File: config.mk
export PLATFORM = sky130hd
export DESIGN_NAME = multiplier
export DESIGN_NICKNAME = d
export VERILOG_FILES = /design/src/rtl/multiplier.sv
export SDC_FILE = /design/constraint.sdc
export NUM_CORES = 1
export LEC_CHECK = 0
export ABC_AREA = 1
export CAP_MARGIN = 10
export CORE_ASPECT_RATIO = 1.5
export CORE_UTILIZATION = 35
export CTS_CLUSTER_DIAMETER = 60
export DETAILED_ROUTE_END_ITERATION = 8
export PLACE_DENSITY = 0.62
export SLEW_MARGIN = 20
export SYNTH_ARGS = -nofsm -noshare
export SYNTH_HDL_FRONTEND = slang
export SYNTH_SLANG_ARGS = --single-unit
File: constraint.sdc
create_clock -name CLK -period 2.48 [get_ports CLK]
set_clock_uncertainty 0.05 [all_clocks]
set_input_delay 0.372 -clock CLK [delete_from_list [all_inputs] [get_ports CLK]]
set_output_delay 0.372 -clock CLK [all_outputs]
set_load 0.01 [all_outputs]
File: src/rtl/multiplier.sv
// Sequential shift-and-add unsigned multiplier: IDLE -> CALC (W cycles) -> DONE.
// Define MULT_EARLY_TERM_EN to leave CALC as soon as the remaining multiplier bits are zero.
module multiplier #(
   parameter int unsigned DATA_WIDTH = 6
) (
   input  logic                      CLK,
   input  logic                      RST,
   input  logic                      start,
   input  logic [DATA_WIDTH-1:0]     Operand1,
   input  logic [DATA_WIDTH-1:0]     Operand2,
   output logic [2*DATA_WIDTH-1:0]   result,
   output logic                      busy,
   output logic                      done
);

   localparam int unsigned W    = DATA_WIDTH;
   localparam int unsigned CntW = $clog2(W + 1);
   localparam logic [CntW-1:0] CntMax = CntW'(W);

   typedef enum logic [1:0] {StIdle, StCalc, StDone} state_e;

   state_e            state_q, state_d;
   logic [2*W-1:0]    mc_q, acc_q, result_q;
   logic [W-1:0]      mp_q;
   logic [CntW-1:0]   cnt_q;

   logic [2*W-1:0]    acc_next, mc_next;
   logic [W-1:0]      mp_next;
   logic [CntW-1:0]   cnt_next;
   logic              last_step;
   logic              load;
   logic              finish;

   // Datapath next values for one CALC step
   assign acc_next = mp_q[0] ? acc_q + mc_q : acc_q;
   assign mc_next  = mc_q << 1;
   assign mp_next  = mp_q >> 1;
   assign cnt_next = cnt_q + CntW'(1);

`ifdef MULT_EARLY_TERM_EN
   assign last_step = (cnt_next == CntMax) || (mp_next == '0);
`else
   assign last_step = (cnt_next == CntMax);
`endif

   // Controller
   always_ff @(posedge CLK or posedge RST) begin
      if (RST) begin
         state_q <= StIdle;
      end else begin
         state_q <= state_d;
      end
   end

   always_comb begin
      state_d = state_q;
      load    = 1'b0;
      finish  = 1'b0;
      unique case (state_q)
         StIdle: begin
            if (start) begin
               load    = 1'b1;
               state_d = StCalc;
            end
         end
         StCalc: begin
            if (last_step) begin
               finish  = 1'b1;
               state_d = StDone;
            end
         end
         StDone:  state_d = StIdle;
         default: state_d = StIdle;
      endcase
   end

   // Datapath
   always_ff @(posedge CLK or posedge RST) begin
      if (RST) begin
         mc_q     <= '0;
         mp_q     <= '0;
         acc_q    <= '0;
         cnt_q    <= '0;
         result_q <= '0;
      end else begin
         if (load) begin
            mc_q  <= {{W{1'b0}}, Operand1};
            mp_q  <= Operand2;
            acc_q <= '0;
            cnt_q <= '0;
         end else if (state_q == StCalc) begin
            mc_q  <= mc_next;
            mp_q  <= mp_next;
            acc_q <= acc_next;
            cnt_q <= cnt_next;
         end
         if (finish) begin
            result_q <= acc_next;
         end
      end
   end

   assign result = result_q;
   assign busy   = (state_q != StIdle);
   assign done   = (state_q == StDone);

endmodule

==> out/metrics.cfg <==
[cts]
clock_latency_ns=0.31
cts-htree-levels=2
cts_setup_buffers=0
cts_made_buffers=5
clockBufferDepth=2
clkSlewWorstSetupHoldPaths_ns=0.10
cts_hold_buf=0
tritoncts=done
clockRootBuffer=clkbuf_8
ctsResizeCount=0
clock-sinks=47

[die]
die_y_um=109
die-area_um2=7990
fp.dieW_um=73.3
start_util=0.364
io_pins=29
coreArea_um2=7320
fp-row-count=38

[sta]
setup_violations=0
period_share=0.783
setup_tns_ns=0
maxSlewViolCount=0
grt_setup_unrepaired=no
slew-limit-headroom=0.638
hold_viol=0
clock.fmax_mhz=515
tightestPinTransition_ns=0.543
finalCriticalPeriod_ns=1.94

[routing]
routed.top_layer=met4
drt-total-wl_mm=5.95
drc=0
wl_met1_mm=2.64
first_iter_violations=98
via_count=2261
ant_nets=0
drtPass1Iterations=4
met3_wirelength_um=139
wl_per_cell_um=12.7
viasPerCell=4.81
wl_met2_mm=2.99

[synth]
ys_types=33
async_reset_ff_frac=1.00
syn-num-nets=368
synth-seq-cells=47
synth.area.top_cells=dfrtp_1, nand2_1, inv_1, ha_1, nand3_1
synth.largest_area_cell=dfrtp_1
synth_top_cells_by_count=nand2_1, dfrtp_1, inv_1
synth_edf_count=0
ys.flop_type=dfrtp_1
yosysMostFrequentCell=nand2_1
synthCells=339
yosysWarnings=0
netlist_area_um2=2670
synth_top_area_frac=0.441
ys_seq_area_frac=0.441
synth_area_per_cell_um2=7.87

[placed_design]
hpwl_mm=4.54
portBuffers=28
place.gp.congestion=0.874

[global_routing]
overflow=0
grt_start_max_net_pins=24
antenna_found_initial=0
grt_usage=0.171
grt_first_pass_wirelength_mm=10.5
grt_pass1_vias=2304

[power]
p_leak_nw=1.58
power_mw=4.37
ir_worst_vdd_mv=0.741
p_per_area_nw_per_um2=1400

[final_layout]
diodes=0
drive_gt1_frac=0.0811
area_delta_synth_final_pct=17.1
fin_nets=398
nFillCells=783

[setup_path]
slowest_stage=dfrtp_1
cpPeakStageDelay_ns=0.41
worst_ep_required_time_ns=2.61
crit_path_start_kind=register
path_cells=ha_1 > fa_1 > nand2_1 > nand3_1 > nand3_1 > a21oi_1 > nand3b_1 > nand2_1 > o21ai_1
cp_data_arrival_time_ns=2.07
path_class=register to register
endpoint_kind=register
path_max_fanout=3

[run_status]
outcome=finished, final reports clean

[hold_path]
holdCritPathClass=primary input to asynchronous set/reset pin

[job]
cap_violations=0

## layout make-up
type,instances,area (um^2),area share
repair buffers,32,310,0.0993
inverters,50,188,0.0600
clock inverters,3,23.8,0.00761
multi-input cells,233,1230,0.395
well taps,100,125,0.0400
flip-flops and latches,47,1180,0.376
clock buffers,5,68.8,0.0220
## layout by cell type, fill, tap and decap left out
cell type and instances:
a21o_1 1, a21oi_1 11, a22o_1 1, buf_4 4, clkbuf_8 5, clkdlybuf4s50_1 28
clkinvlp_4 2, dfrtp_1 47, fa_1 1, ha_1 13, inv_1 45, inv_2 5
inv_6 1, nand2_1 106, nand2_2 1, nand2_4 1, nand3_1 32, nand3_2 1
nand3b_1 1, nand4_1 4, nor2_1 15, nor2_2 1, nor2_4 2, o211ai_1 1
o211ai_2 1, o21ai_0 8, o21ai_1 9, o21ai_2 1, o221ai_1 6, o22ai_1 6
or2_1 1, or2_2 5, xnor2_1 3, xor2_1 1
## power breakdown
part	total, mW	internal, mW	switching, mW
logic	2.50	0.999	1.50
clock network	0.488	0.202	0.286
registers	1.38	1.13	0.255
## kinds of logic (layout without fill, tap and decap cells)
logic type               after synthesis  after routing  share of synthesized area
adder cells (fa/ha/maj)               14             14                     0.0684
XOR/XNOR                               4              4                     0.0131
AO/OA/AOI/OAI                         45             45                      0.103
flip-flops                            47             47                      0.441
buffers and inverters                 59             90                     0.0970
AND/OR/NAND/NOR                      170            170                      0.278
## critical path, delay by kind of cell, from the launching register on
kind	cells	cell delay, ns
flops	1	0.41
fa+ha+maj	2	0.64
simple gates	5	0.60
compound gates	2	0.12
## metrics by stage
step / cells / utilization / hold WS [ns] / setup WS [ns] / instance area [um^2]
floorplan: 339 / - / 0.417 / 0.723 / 2670
global placement: 462 / 0.414 / 0.412 / 0.598 / 3030
detailed placement: 462 / 0.414 / 0.418 / 0.528 / 3030
CTS: 470 / 0.427 / 0.329 / 0.536 / 3130
global route: 470 / 0.427 / 0.364 / 0.298 / 3130
finish: 470 / 0.427 / 0.322 / 0.539 / 3130
## final timing paths
check	slack, ns	to	from	depth (start not counted)
min in group CLK	0.43	result[7]$_DFFE_PP0P_	result[7]$_DFFE_PP0P_	2
worst min-delay path	0.32	acc_q[5]$_DFFE_PP0P_	RST	2
worst max-delay path	0.54	acc_q[6]$_DFFE_PP0P_	mc_q[0]$_DFFE_PP0P_	9
max in group asynchronous	1.49	mc_q[4]$_DFFE_PP0P_	RST	3
worst max register to register	0.54	acc_q[6]$_DFFE_PP0P_	mc_q[0]$_DFFE_PP0P_	9
worst min register to register	0.43	result[7]$_DFFE_PP0P_	result[7]$_DFFE_PP0P_	2
## sequential cells by signal (all words and copies together), names as in the netlist
register and cells:
acc_q 12, cnt_q 3, mc_q 12, mp_q 6, result 12, state_q 2
## metal layers
metal / vias to the layer above / track usage
met3: 17 / 0.0222
met2: 39 / 0.290
met1: 1056 / 0.217
li1: 1149 / -
met4: 0 / 0.0769
met5: - / 0
Note: power is estimated with default switching activity, not from simulation.
